$ cat src/rtl/noc_pkg.sv
// noc_pkg: shared packet layout and source encoding for the router output stage
package noc_pkg;
  localparam int WIDTH_PACKET = 14;
  localparam int DEST_LSB = 8;
  localparam int DEST_MSB = 10;
  typedef logic [WIDTH_PACKET-1:0] packet_t;
  typedef enum logic {SRC0, SRC1} src_t;
endpackage

$ cat src/rtl/noc_fifo.sv
// noc_fifo: synchronous FIFO with count-derived full/empty and a combinational head
module noc_fifo #(
  parameter int W = 14,
  parameter int DEPTH = 2
) (
  input  logic         clk,
  input  logic         rst_n,
  input  logic         push,
  input  logic         pop,
  input  logic [W-1:0] din,
  output logic [W-1:0] dout,
  output logic         full,
  output logic         empty
);
  localparam int AW = $clog2(DEPTH);
  logic [W-1:0] mem [DEPTH];
  logic [AW-1:0] wr_ptr, rd_ptr;
  logic [AW:0] count;
  assign full = count == (AW+1)'(DEPTH);
  assign empty = count == '0;
  assign dout = mem[rd_ptr];
  always_ff @(posedge clk or negedge rst_n) begin
    if (!rst_n) begin
      wr_ptr <= '0;
      rd_ptr <= '0;
      count <= '0;
    end else begin
      wr_ptr <= wr_ptr + AW'(push);
      rd_ptr <= rd_ptr + AW'(pop);
      count <= count + (AW+1)'(push) - (AW+1)'(pop);
    end
  end
  always_ff @(posedge clk) if (push) mem[wr_ptr] <= din;
endmodule

$ cat src/rtl/noc_out_arbiter.sv
// noc_out_arbiter: 2-to-1 round-robin merge with per-input FIFOs and a registered output; NOC_ARB_STATS_EN adds saturating grant counters
module noc_out_arbiter #(
  parameter int WIDTH_PACKET = noc_pkg::WIDTH_PACKET,
  parameter int FIFO_DEPTH = 2,
  parameter int CNT_W = 16
) (
  input  logic                    clk,
  input  logic                    rst_n,
  input  logic [WIDTH_PACKET-1:0] in0_data,
  input  logic                    in0_valid,
  output logic                    in0_ready,
  input  logic [WIDTH_PACKET-1:0] in1_data,
  input  logic                    in1_valid,
  output logic                    in1_ready,
  output logic [WIDTH_PACKET-1:0] out_data,
  output logic                    out_valid,
  input  logic                    out_ready,
`ifdef NOC_ARB_STATS_EN
  output logic [CNT_W-1:0]        stat_grant0,
  output logic [CNT_W-1:0]        stat_grant1,
`endif
  output logic                    out_src
);
  import noc_pkg::*;
  logic [WIDTH_PACKET-1:0] d0, d1;
  logic full0, full1, empty0, empty1, push0, push1, pop0, pop1;
  logic free, contested, gnt1, last_grant;
  src_t src_q;
  assign in0_ready = rst_n && !full0;
  assign in1_ready = rst_n && !full1;
  assign push0 = in0_valid && in0_ready;
  assign push1 = in1_valid && in1_ready;
  assign free = !out_valid || out_ready;
  assign contested = !empty0 && !empty1;
  // on a tie the input that did not win the last contested grant goes first
  assign gnt1 = !empty1 && (empty0 || !last_grant);
  assign pop1 = free && gnt1;
  assign pop0 = free && !empty0 && !gnt1;
  assign out_src = src_q;
  noc_fifo #(.W(WIDTH_PACKET), .DEPTH(FIFO_DEPTH)) u_fifo0 (
    .clk(clk), .rst_n(rst_n), .push(push0), .pop(pop0), .din(in0_data),
    .dout(d0), .full(full0), .empty(empty0)
  );
  noc_fifo #(.W(WIDTH_PACKET), .DEPTH(FIFO_DEPTH)) u_fifo1 (
    .clk(clk), .rst_n(rst_n), .push(push1), .pop(pop1), .din(in1_data),
    .dout(d1), .full(full1), .empty(empty1)
  );
  always_ff @(posedge clk or negedge rst_n) begin
    if (!rst_n) begin
      out_valid <= 1'b0;
      out_data <= '0;
      src_q <= SRC0;
      last_grant <= 1'b1;
    end else if (free) begin
      out_valid <= pop0 || pop1;
      if (pop0 || pop1) begin
        out_data <= gnt1 ? d1 : d0;
        src_q <= gnt1 ? SRC1 : SRC0;
      end
      if (contested) last_grant <= gnt1;
    end
  end
`ifdef NOC_ARB_STATS_EN
  always_ff @(posedge clk or negedge rst_n) begin
    if (!rst_n) begin
      stat_grant0 <= '0;
      stat_grant1 <= '0;
    end else begin
      stat_grant0 <= stat_grant0 + CNT_W'(pop0 && !(&stat_grant0));
      stat_grant1 <= stat_grant1 + CNT_W'(pop1 && !(&stat_grant1));
    end
  end
`endif
endmodule
$ cat config.mk
export PLATFORM = sky130hd
export DESIGN_NAME = noc_out_arbiter
export DESIGN_NICKNAME = d
export VERILOG_FILES = /design/src/rtl/noc_pkg.sv /design/src/rtl/noc_fifo.sv /design/src/rtl/noc_out_arbiter.sv
export SDC_FILE = /design/constraint.sdc
export NUM_CORES = 1
export LEC_CHECK = 0
export ABC_AREA = 1
export BUFFER_PORTS_ARGS = -buffer_cell sky130_fd_sc_hd__buf_2
export CAP_MARGIN = 20
export CORE_ASPECT_RATIO = 1.75
export CORE_MARGIN = 4
export CORE_UTILIZATION = 44
export DETAILED_ROUTE_END_ITERATION = 10
export SLEW_MARGIN = 20
export SYNTH_ARGS = -nofsm -noshare
export SYNTH_HDL_FRONTEND = slang
export SYNTH_SLANG_ARGS = --single-unit
$ cat constraint.sdc
create_clock -name clk -period 4.9 [get_ports clk]
set_clock_uncertainty 0.2 [all_clocks]
set_input_delay 0.245 -clock clk [delete_from_list [all_inputs] [get_ports clk]]
set_output_delay 0.245 -clock clk [all_outputs]
set_load 0.01 [all_outputs]
Yosys cells after proc, flatten, opt, wreduce, memory -nomap -nowiden
Memories as Yosys holds them, arrays and structs flattened.
Cells that the tools add are included.
{"block": "op_classes", "addsub": 8, "eq_ne": 2, "n_mux": 6, "n_reduce_logical": 23}
{"cell": "$mux W14", "count": 1}
{"cell": "$logic_and A1 B1 Y1", "count": 9}
{"cell": "$logic_not A1 Y1", "count": 7}
{"cell": "$mux W1", "count": 5}
{"cell": "$add A1 B1 Y1", "count": 4}
{"cell": "$add A2 B1 Y2", "count": 2}
{"cell": "$eq A2 B2 Y1 const B", "count": 2}
{"cell": "$logic_not A2 Y1", "count": 2}
{"cell": "$reduce_and A2 Y1", "count": 2}
{"cell": "$sub A2 B1 Y2", "count": 2}
{"cell": "$logic_or A1 B1 Y1", "count": 3}
{"block": "word_totals", "ff_bits": 25, "mem_bits_rw": 56, "in_bits": 33, "out_inout_bits": 18, "elab_cells": 51, "mem_count": 2}
{"memory": "u_fifo0.mem", "depth": 2, "word_bits": 14, "rd": 1, "rd_clocked_by_memory_dff": 0, "write_ports": 1, "line": "noc_fifo.sv:16", "rtl": "logic [W-1:0] mem [DEPTH];"}
{"memory": "u_fifo1.mem", "depth": 2, "word_bits": 14, "rd": 1, "rd_clocked_by_memory_dff": 0, "write_ports": 1, "line": "noc_fifo.sv:16"}

Logic depth before layout (Yosys ltp)
Gate-level depths: netlist (run 1).
{"block": "logic_depth", "ltp_word": 7, "mapped_depth": 10, "depth_no_buf": 9}

By module
From an unflattened synthesis (run 1), not the netlist that was laid out.
{"block": "unflattened", "cells_unflattened": 322, "hier_area_um2": 3485.8}
{"mod": "noc_fifo", "instances": 2, "cells_per_inst": 97, "area_each_um2": 1271.2, "seq_area_each_um2": 940.9}
{"mod": "noc_out_arbiter", "instances": 1, "cells_per_inst": 128, "area_each_um2": 943.4, "seq_area_each_um2": 426.7}

Worst setup path before layout (run 1)
No wires, ideal clock.
{"block": "synth_path", "path_type": "reg2reg", "from": "reg u_fifo1.count[1]", "to": "reg u_fifo1.count[1]", "setup_ps": 123, "arrival_time_ps": 1686, "path_slack_ps": 2891, "path_stages_with_launch": 10, "path_buffers": 2, "synth_period_minus_slack_ps": 2009, "path_cell_list": "dfrtp_1 -> or2_0 -> buf_6 -> nand3_4 -> buf_2 -> inv_1 -> ha_1 -> inv_1 -> ha_1 -> xnor2_1"}
{"block": "synth_between", "elab_chain_len": 6, "word_cells_on_any_way": 10}
{"element": "start, declared", "line": "noc_fifo.sv:18", "rtl": "logic [AW:0] count;"}
{"element": "start signal, assigned", "line": "noc_fifo.sv:30", "rtl": "count <= count + (AW+1)'(push) - (AW+1)'(pop);"}
{"element": "$eq A2 B2 Y1", "line": "noc_fifo.sv:19", "rtl": "assign full = count == (AW+1)'(DEPTH);"}
{"element": "$logic_not A1 Y1", "line": "noc_out_arbiter.sv:30", "rtl": "assign in1_ready = rst_n && !full1;"}
{"element": "$logic_and A1 B1 Y1", "line": "noc_out_arbiter.sv:30"}
{"element": "$logic_and A1 B1 Y1", "line": "noc_out_arbiter.sv:32", "rtl": "assign push1 = in1_valid && in1_ready;"}
{"element": "$add A2 B1 Y2", "line": "noc_fifo.sv:30"}
{"element": "$sub A2 B1 Y2 (*)", "line": "noc_fifo.sv:30"}
Every way passes the cells marked *; elsewhere a longest branch is shown, timed or not.
A chain may end at the register's enable or synchronous reset.

Final worst setup path (run 1)
{"block": "layout_path", "from": "in rst_n", "to": "mem u_fifo1.mem[1][10] (enable)"}
{"block": "layout_between", "elab_chain_len": 4}
{"element": "start, declared", "line": "noc_out_arbiter.sv:8", "rtl": "input logic rst_n,"}
{"element": "$logic_and A1 B1 Y1", "line": "noc_out_arbiter.sv:30"}
{"element": "$logic_and A1 B1 Y1", "line": "noc_out_arbiter.sv:32"}
{"element": "$mux W1", "line": "noc_fifo.sv:33", "rtl": "always_ff @(posedge clk) if (push) mem[wr_ptr] <= din;"}
{"element": "$mux W1 (implied by the code)", "line": "noc_fifo.sv:33"}
{"element": "end, declared", "line": "noc_fifo.sv:16"}
Every way passes these cells.

==> flow_summary.yaml, run 1 <==
outcome:
  run_status: "completed"
logic_synthesis:
  async_flop_share_pct: 30.9
  synth_flop_cell: "edfxtp_1"
  netlist.top_cell.by_area: "edfxtp_1"
  synth_cell_types: 22
  postSynthNetCount: 354
  post_synthesis_cell_area_mm2: 0.00339
  synthesis.instances: 313
  yosys_warnings: 0
  post-synth-top-count-cell: "nand2_1"
  synth.top_cells.by_area: "edfxtp_1 (50%), dfrtp_1 (18%), nand2_1 (16%)"
  netlist.area_leader.share_pct: 49.5
  synth-edff-count: 56
  synth_seq_cells: 81
  list_of_most_frequent_post_synthesis_cells: "nand2_1 (149), edfxtp_1 (56), nand3_1 (29), dfrtp_1 (24), inv_1 (16)"
  per_instance_average_area_after_synthesis_um2: 10.8
  ys_seq_area_share_pct: 68.0
sta:
  setup-violations-final: 0
  timing.final.crit_share_pct: 54.5
  timing.slew.headroom_pct: 29.7
  worst_pin_slew_ns: 1.05
  timing.fmax_ghz: 0.375
  finalHoldViolations: 0
  post-route-min-period_ns: 2.67
  final_max_slew_viol_count: 0
  final.setup.tns_ns: 0
  rsz_0062_raised_after_global_routing: "no"
finish:
  stdcell_count: 484
  final_core_utilization_pct: 56.3
  proportion_of_layout_cells_with_a_drive_suffix_above_1_pct: 17.4
  finish.instance_area_mm2: 0.00426
  syn_to_final_growth_pct: 25.4
  finalNetCount: 432
  antenna-diode-count: 0
global_routing:
  initial_antenna_violation_count: 0
  first_global_vias: 2299
  grt_first_pass_wirelength_mm: 11.4
  grt_max_degree: 27
  groute.usage.overall_pct: 17.2
  grt_remaining_overflow: 0
floorplan:
  die_h_um: 124
  rows: 42
  top_level_ports: 51
  fp.dieArea_mm2: 0.00924
  start_util_pct: 44.9
  die_w_um: 74.4
  placeableCoreArea_mm2: 0.00757
power_and_ir_drop:
  vdd_drop_max_mv: 0.280
  power_report.internal_total_w: 0.00160
  p_comb_share_pct: 34.3
  power_per_standard_cell_area_mw_per_mm2: 596
  power.share.sequential_pct: 40.5
  pwr-share-clk_pct: 25.2
  p_leak_nw: 1.99
  p_sw_w: 0.000934
  netSwitchingFraction_pct: 36.8
worst_setup_path:
  cp-end-kind: "flip-flop"
  worst-r2r-cell-count: 8
  timing.critical_path.required_ns: 4.67
  critPathTopFamily: "buffers and inverters"
  timing.critical_path.buf_inv: 3
  timing.critical_path.from_type: "primary input"
  cp_slowest_cell: "ha_1"
  critical_path.cell_chain: "dlygate4sd3_1, buf_2, inv_1, a21oi_1, and2_1, ha_1"
  cp_max_fo: 26
  timing.critical_path.arrival_ns: 2.44
  cpPeakStageDelay_ns: 0.62
  critPathKind: "in -> reg"
  crit_cells: 6
cts:
  clock-sinks: 81
  htree_levels: 3
  postCtsSetupRepairBufs: 0
  path_clk_slew_ns: 0.06
  clk-insertion-delay-late_ns: 0.34
  clockRootBuffer: "clkbuf_16"
  cts-buffers-inserted: 9
  max-clock-path-buffers: 2
  tritoncts: "done"
route:
  dr_total_vias: 2290
  via_per_inst: 4.73
  drt_pass1_iterations: 4
  drt-initial-drc-count: 142
  detail-route-antenna-nets: 0
  detail_route.wirelength_mm: 7.21
  routedWlPerCell_um: 14.9
  drcViolationCount: 0
run:
  drv_cap: 0
place:
  globalplace.congestion: 0.810
  dpl_cell_area_mm2: 0.00368
  dpl.hpwl_mm: 5.13
  port_buffers: 50
  place.detailed.instances: 439
min_path:
  worstHoldPathCells: 4
  hold_class: "in -> reg"
[metrics by stage]
stage	worst slack (ns)	hold WS [ns]	power (W)
2_1_floorplan	2.89	-0.251	0.00166
3_3_place_gp	2.37	0.0784	0.00190
3_5_place_dp	2.31	0.0816	0.00191
4_1_cts	2.15	0.0983	0.00258
5_1_grt	1.97	0.146	0.00274
6_report	2.23	0.106	0.00254
[final cells by class]
type                            count  area, um^2
Clock buffer                       10         229
Clock inverter                      6        58.8
Fill cell                         683        3310
Inverter                           16        60.1
Multi-Input combinational cell    204         950
Sequential cell                    81        2310
Tap cell                           88         110
Timing Repair Buffer               79         541
[state kept, by name, indices dropped and copies added (netlist names), 2 cells and up]
signal / cells
u_fifo0.count: 2
out_data: 14
u_fifo1.count: 2
u_fifo0.mem: 28
u_fifo1.mem: 28
[metal layers]
| metal | up-vias | wire length, um | track usage [%] |
|---|---|---|---|
| met5 | - | 0 | 0 |
| met4 | 0 | 138 | 7.68 |
| met3 | 10 | 317 | 4.44 |
| met2 | 44 | 3790 | 28.6 |
| met1 | 1065 | 2960 | 20.6 |
| li1 | 1171 | - | - |
[layout by cell type (no fill, tap or decap)]
cell type,instances
a21oi_1,2
and2_1,2
buf_2,50
bufinv_16,1
clkbuf_1,1
clkbuf_16,9
clkinv_1,1
clkinv_2,2
clkinvlp_4,2
dfrtp_1,24
dfstp_2,1
dlygate4sd3_1,29
edfxtp_1,56
ha_1,8
inv_1,16
nand2_1,149
nand2_4,2
nand3_1,29
nand3_4,1
nor2_1,3
o21ai_1,1
o21ai_4,1
or2_0,1
xnor2_1,4
xor2_1,1
[kinds of logic (layout without fill, tap and decap cells)]
| logic type | count (synthesis) | count (layout) | share of synthesized area [%] |
|---|---|---|---|
| AOI/OAI and AO/OA | 4 | 4 | 0.921 |
| xor gates and xnor gates | 5 | 5 | 1.29 |
| adders and majority gates | 8 | 8 | 2.95 |
| buffers and inverters | 28 | 111 | 4.02 |
| DFF | 81 | 81 | 68.0 |
| and+or+nand+nor | 187 | 187 | 22.8 |
[worst paths after layout]
kind | slack (ns) | to | from
worst min register to register | 0.29 | out_src | out_src
worst max-delay path | 2.23 | u_fifo1.mem[1][10] | rst_n
worst min-delay path | 0.11 | out_valid | out_ready
worst max register to register | 2.33 | u_fifo0.count[1] | u_fifo1.count[1]
min in group asynchronous | 0.25 | u_fifo0.rd_ptr | rst_n
max in group asynchronous | 3.86 | out_data[3] | rst_n
[worst register-to-register path: cells and delay by family (launching register included)]
family,cells,cell delay (ns)
simple gates,3,1.22
flops,1,0.38
xor+xnor,1,0.12
fa+ha+maj,2,0.45
buf+inv,2,0.10
[what timing repair did]
item                       CTS  global route
gates resized for setup      0             0
hold endpoints to repair    80             0
hold buffers                29             0
setup endpoints to repair    0             0
[power groups by stage]
stage          sequential [W]  clock [W]  combinational (W)
2_1_floorplan         0.00102          0           0.000645
3_3_place_gp          0.00104          0           0.000859
3_5_place_dp          0.00104          0           0.000873
4_1_cts               0.00103   0.000662           0.000891
5_1_grt               0.00105   0.000685            0.00101
6_report              0.00103   0.000639           0.000869
(Power assumes the default switching activity.)
==> run 2: changes to the inputs <==
==> constraint.sdc (replaced) <==
create_clock -name clk -period 2.5 [get_ports clk]
set_clock_uncertainty 0.2 [all_clocks]
set_input_delay 0.125 -clock clk [delete_from_list [all_inputs] [get_ports clk]]
set_output_delay 0.125 -clock clk [all_outputs]
set_load 0.01 [all_outputs]
==> run 2 against run 1 <==
  * Count of clock-buffer cells in the layout rose by 6
  * Critical path depth rose by 2
  * Non-clock buffer count rose by 12
  * First-iteration DRC count fell by 27%
  * Sequential cell count did not move
  * Largest cell class unchanged
==> flow_summary.yaml, run 2 (synthesized netlist as in run 1, its figures left out) <==
worst_setup_path:
  timing.critical_path.required_ns: 2.54
  cp_max_fo: 7
  timing.critical_path.from_type: "flip-flop"
  timing.critical_path.arrival_ns: 2.07
  cp-end-kind: "flip-flop"
  critPathKind: "reg -> reg"
cts:
  clk-insertion-delay-late_ns: 0.33
  clockRootBuffer: "clkbuf_16"
  tritoncts: "done"
  clock-sinks: 81
  max-clock-path-buffers: 2
  cts_repair_resize_count: 0
  cts-buffers-inserted: 9
  htree_levels: 3
  path_clk_slew_ns: 0.06
  postCtsSetupRepairBufs: 0
route:
  dr_total_vias: 2327
  detail_route.wirelength_mm: 7.14
  drt-initial-drc-count: 104
  detail-route-antenna-nets: 0
  drcViolationCount: 0
  drt_pass1_iterations: 5
  routedWlPerCell_um: 14.4
  via_per_inst: 4.69
floorplan:
  rows: 42
  top_level_ports: 51
  die_h_um: 124
  die_w_um: 74.4
  fp.dieArea_mm2: 0.00924
  start_util_pct: 44.9
  placeableCoreArea_mm2: 0.00757
place:
  dpl.hpwl_mm: 4.91
  port_buffers: 50
  globalplace.congestion: 0.758
  place.detailed.instances: 451
sta:
  finalHoldViolations: 0
  rsz_0062_raised_after_global_routing: "no"
  worst_pin_slew_ns: 0.568
  post-route-min-period_ns: 2.03
  final_max_slew_viol_count: 0
  final.setup.tns_ns: 0
  timing.fmax_ghz: 0.492
  timing.final.crit_share_pct: 81.2
  timing.slew.headroom_pct: 62.1
  setup-violations-final: 0
global_routing:
  first_global_vias: 2345
  groute.usage.overall_pct: 17.1
  grt_max_degree: 26
  grt_remaining_overflow: 0
  grt_first_pass_wirelength_mm: 11.4
  initial_antenna_violation_count: 0
finish:
  syn_to_final_growth_pct: 27.6
  proportion_of_layout_cells_with_a_drive_suffix_above_1_pct: 19.1
  most_common_cell_after_layout_fill_and_taps_aside: "nand2_1"
  n_fill_cell: 700
  top_regs: "u_fifo0.mem x28, u_fifo1.mem x28, out_data x14"
  finalNetCount: 444
  antenna-diode-count: 0
  stdcell_count: 496
  layout_common_cells: "nand2_1 (149), edfxtp_1 (56), buf_2 (50)"
power_and_ir_drop:
  p_leak_nw: 2.04
  vdd_drop_max_mv: 0.543
  power_per_standard_cell_area_mw_per_mm2: 1150
min_path:
  hold_class: "in -> reg"
outcome:
  run_status: "completed"
run:
  drv_cap: 0
run 2: routing by layer:
layer  track usage [%]  wire (um)  vias to the layer above
met3              3.07        275                       11
met1              18.9       2660                     1068
met2              30.7       4020                       47
met4              8.24        183                        0
li1                  -          -                     1201
met5                 0          0                        -
run 2: worst max-delay path: stages (launching register included):
cell	delay [ns]
dfrtp_1	0.37
or2_0	0.47
nand2_4	0.07
nand2_1	0.10
inv_1	0.06
ha_1	0.27
inv_1	0.04
ha_1	0.19
xnor2_1	0.17
run 2: final cells by class:
cell class / instances / area [um^2] / area share [%]
timing repair buffer: 91 / 631 / 14.6
multi-input combinational: 204 / 950 / 21.9
sequential: 81 / 2310 / 53.3
inverter: 16 / 60.1 / 1.39
tap: 88 / 110 / 2.54
clock buffer: 16 / 272 / 6.27
run 2: worst paths after layout:
check / slack [ns] / from / cells after the start / endpoint
worst max-delay path: 0.47 / u_fifo1.count[1] / 8 / u_fifo0.count[1]
worst min-delay path: 0.005 / out_ready / 4 / out_valid
worst max register to register: 0.47 / u_fifo1.count[1] / 8 / u_fifo0.count[1]
worst min register to register: 0.29 / last_grant / 2 / last_grant
max in group asynchronous: 1.66 / rst_n / 3 / last_grant
min in group asynchronous: 0.14 / rst_n / 3 / u_fifo0.count[1]
run 2: report_power, final:
part / internal [W] / switching, W / leakage [nW]
Clock: 0.000729 / 0.000458 / 0.131
Combinational: 0.000676 / 0.00119 / 1.10
Sequential: 0.00179 / 0.000156 / 0.811
run 2: through the flow:
step / instance area (um^2) / util, % / power, W / setup WS, ns / hold WS (ns)
2_1_floorplan: 3390 / - / 0.00326 / 0.491 / -0.371
3_3_place_gp: 3770 / 49.8 / 0.00379 / 0.552 / -0.0421
3_5_place_dp: 3770 / 49.8 / 0.00384 / 0.469 / -0.0352
4_1_cts: 4330 / 57.2 / 0.00508 / 0.457 / 0.0112
5_1_grt: 4330 / 57.2 / 0.00541 / 0.355 / 0.0467
6_report: 4330 / 57.2 / 0.00499 / 0.469 / 0.00509
run 2: what timing repair did:
action | in CTS | in global routing
hold endpoints to repair | 81 | 0
hold buffers | 29 | 0
endpoints found under the setup margin | 0 | 0
==> run 3: changes to the inputs <==
--- a/config.mk
+++ b/config.mk
@@ -5,7 +5,7 @@
 export SDC_FILE = /design/constraint.sdc
 export NUM_CORES = 1
 export LEC_CHECK = 0
-export ABC_AREA = 1
+export ABC_AREA = 0
 export BUFFER_PORTS_ARGS = -buffer_cell sky130_fd_sc_hd__buf_2
 export CAP_MARGIN = 20
 export CORE_ASPECT_RATIO = 1.75
==> constraint.sdc (replaced) <==
create_clock -name clk -period 1.95 [get_ports clk]
set_clock_uncertainty 0.2 [all_clocks]
set_input_delay 0.0975 -clock clk [delete_from_list [all_inputs] [get_ports clk]]
set_output_delay 0.0975 -clock clk [all_outputs]
set_load 0.01 [all_outputs]
==> run 3 against run 2 <==
  * Cell area is 3.1% lower
  * Critical path depth is 2 lower
  * Synthesized area is 6.7% lower
  * Maximum frequency is 8.6% higher
  * Routed wire length is 11% lower
  * Sequential share of layout area is 1.7 points higher
  * Global-route usage is 1.1 points lower
  * Sequential cell count stayed put
  * Synthesized cell count is 41% lower
  * Largest cell class unchanged
  * Non-clock buffer count is 4 higher
  * Register-to-register slack worse by 0.39 ns
==> flow_summary.yaml, run 3 <==
route:
  drcViolationCount: 0
  drt_pass1_iterations: 4
  drt-initial-drc-count: 126
  routedWlPerCell_um: 17.3
  detail_route.wirelength_mm: 6.35
  via_per_inst: 5.15
  detail-route-antenna-nets: 0
  dr_total_vias: 1897
cts:
  clockRootBuffer: "clkbuf_16"
  htree_levels: 3
  cts-buffers-inserted: 9
  path_clk_slew_ns: 0.05
  clock-sinks: 81
  clk-insertion-delay-late_ns: 0.32
  max-clock-path-buffers: 2
  tritoncts: "done"
floorplan:
  die_w_um: 72.1
  rows: 40
  start_util_pct: 45.5
  placeableCoreArea_mm2: 0.00696
  fp.dieArea_mm2: 0.00867
  die_h_um: 120
  top_level_ports: 51
logic_synthesis:
  yosys_warnings: 0
  synth_seq_cells: 81
  async_flop_share_pct: 30.9
  netlist.area_leader.share_pct: 53.1
  post-synth-top-count-cell: "edfxtp_1"
  post_synthesis_cell_area_mm2: 0.00317
  synth-edff-count: 56
  postSynthNetCount: 226
  netlist.top_cell.by_area: "edfxtp_1"
  synth_cell_types: 23
  synth.top_cells.by_area: "edfxtp_1 (53%), dfrtp_1 (19%), mux2i_1 (8.9%)"
  per_instance_average_area_after_synthesis_um2: 17.1
  list_of_most_frequent_post_synthesis_cells: "edfxtp_1 (56), mux2i_1 (28), dfrtp_1 (24), a221oi_1 (14), buf_2 (10)"
  ys_seq_area_share_pct: 72.9
  synthesis.instances: 185
  synth_flop_cell: "edfxtp_1"
power_and_ir_drop:
  power.share.sequential_pct: 43.1
  pwr-share-clk_pct: 26.5
  power_per_standard_cell_area_mw_per_mm2: 1400
  vdd_drop_max_mv: 0.906
  p_sw_w: 0.00179
  p_leak_nw: 1.71
  netSwitchingFraction_pct: 30.4
  power_report.internal_total_w: 0.00411
  p_comb_share_pct: 30.4
sta:
  setup-violations-final: 0
  worst_pin_slew_ns: 0.271
  finalHoldViolations: 0
  timing.final.crit_share_pct: 95.9
  timing.fmax_ghz: 0.535
  final.hold.worst_slack_ns: 0.00370
  timing.slew.headroom_pct: 81.4
  rsz_0062_raised_after_global_routing: "yes"
  final.setup.tns_ns: 0
  post-route-min-period_ns: 1.87
  final_max_slew_viol_count: 0
min_path:
  hold_class: "in -> async"
finish:
  syn_to_final_growth_pct: 32.6
  finalNetCount: 321
  n_fill_cell: 529
  most_common_cell_after_layout_fill_and_taps_aside: "edfxtp_1"
  final_core_utilization_pct: 60.3
  layout_common_cells: "edfxtp_1 (56), buf_2 (50), dlygate4sd3_1 (29)"
  proportion_of_layout_cells_with_a_drive_suffix_above_1_pct: 33.8
  top_regs: "u_fifo0.mem x28, u_fifo1.mem x28, out_data x14"
  antenna-diode-count: 0
global_routing:
  groute.usage.overall_pct: 16.0
  grt_remaining_overflow: 0
  grt_max_degree: 22
  grt_first_pass_wirelength_mm: 10.1
  initial_antenna_violation_count: 0
  first_global_vias: 1980
worst_setup_path:
  cp_max_fo: 7
  r2r_slack_ns: 0.08
  worst-r2r-cell-count: 6
  cp-end-kind: "flip-flop"
  timing.critical_path.arrival_ns: 1.88
  timing.critical_path.from_type: "flip-flop"
  timing.critical_path.required_ns: 1.96
  crit-reg2reg-launch: "u_fifo0.count[1]"
  timing.rr.end: "u_fifo0.count[1]"
  critPathKind: "reg -> reg"
place:
  globalplace.congestion: 0.759
  port_buffers: 50
  dpl.hpwl_mm: 4.30
run:
  drv_cap: 0
outcome:
  run_status: "completed"
==> run 3: layout make-up <==
| cell class | count | area [um^2] | area share, % |
|---|---|---|---|
| sequential | 81 | 2310 | 55.1 |
| clock inverter | 5 | 47.5 | 1.13 |
| tap | 84 | 105 | 2.50 |
| clock buffer | 10 | 229 | 5.45 |
| inverter | 8 | 30.0 | 0.715 |
| multi-input combinational | 85 | 790 | 18.8 |
| timing repair buffer | 95 | 686 | 16.3 |
==> run 3: repair_timing <==
| action | CTS | global route |
|---|---|---|
| endpoints found under the setup margin | 0 | 58 |
| buffers inserted | 0 | 1 |
| resized for setup | 0 | 7 |
| hold buffers | 29 | 0 |
| endpoints found under the hold margin | 81 | 0 |
==> run 3: through the flow <==
| step | setup WS [ns] | cells | area, um^2 | total power, W |
|---|---|---|---|---|
| 2_1_floorplan | -0.0701 | 185 | 3190 | 0.00369 |
| 3_3_place_gp | 0.0536 | 323 | 3600 | 0.00425 |
| 3_5_place_dp | 0.0590 | 323 | 3600 | 0.00428 |
| 4_1_cts | 0.0517 | 367 | 4170 | 0.00590 |
| 5_1_grt | -0.00883 | 368 | 4200 | 0.00625 |
| 6_report | 0.0795 | 368 | 4200 | 0.00589 |
==> run 3: worst max-delay path by stage <==
| stage | endpoint | cells past startpoint | from | slack [ns] |
|---|---|---|---|---|
| after global placement | u_fifo0.mem[0][8] | 5 | u_fifo0.count[0] | 0.05 |
| final | u_fifo0.count[1] | 6 | u_fifo0.count[1] | 0.08 |
| after global routing | u_fifo0.count[1] | 6 | u_fifo0.count[1] | -0.009 |
| after floorplan | u_fifo0.mem[1][0] | 4 | u_fifo0.count[0] | -0.07 |
| after CTS | u_fifo0.mem[1][10] | 5 | u_fifo0.count[0] | 0.05 |
| after detailed placement | u_fifo0.mem[0][8] | 5 | u_fifo0.count[0] | 0.06 |
==> run 3: cell families (layout without fill, tap and decap cells) <==
logic type / count (synthesis) / in the layout / share of synthesized area [%]
buffers and inverters: 19 / 118 / 2.88
AOI/OAI and AO/OA: 36 / 36 / 9.13
and+or+nand+nor: 6 / 6 / 1.15
DFF: 81 / 81 / 72.9
muxes: 28 / 28 / 8.85
adders and majority gates: 8 / 8 / 3.16
xor gates and xnor gates: 7 / 7 / 1.94
==> run 3: layer usage <==
metal  global-route usage, %  vias up  share of wire, %
li1                        -      900                 -
met1                    19.4      935                39
met2                    26.6       48                55
met3                    3.49       14               3.4
met4                    7.65        0               2.7
met5                       0        -                 0
==> run 3: power groups by stage <==
| stage | clock, W | combinational (W) | sequential [W] |
|---|---|---|---|
| CTS | 0.00160 | 0.00178 | 0.00252 |
| detailed placement | 0 | 0.00173 | 0.00255 |
| floorplan | 0 | 0.00111 | 0.00258 |
| finish | 0.00156 | 0.00179 | 0.00254 |
| global placement | 0 | 0.00171 | 0.00254 |
| global route | 0.00168 | 0.00198 | 0.00259 |
==> run 3: critical path: stages (launching register included) <==
cell and delay [ns]:
dfrtp_2 0.46, o221a_2 0.32, ha_1 0.27, inv_1 0.04, ha_1 0.21, xnor2_2 0.14
xnor2_1 0.12
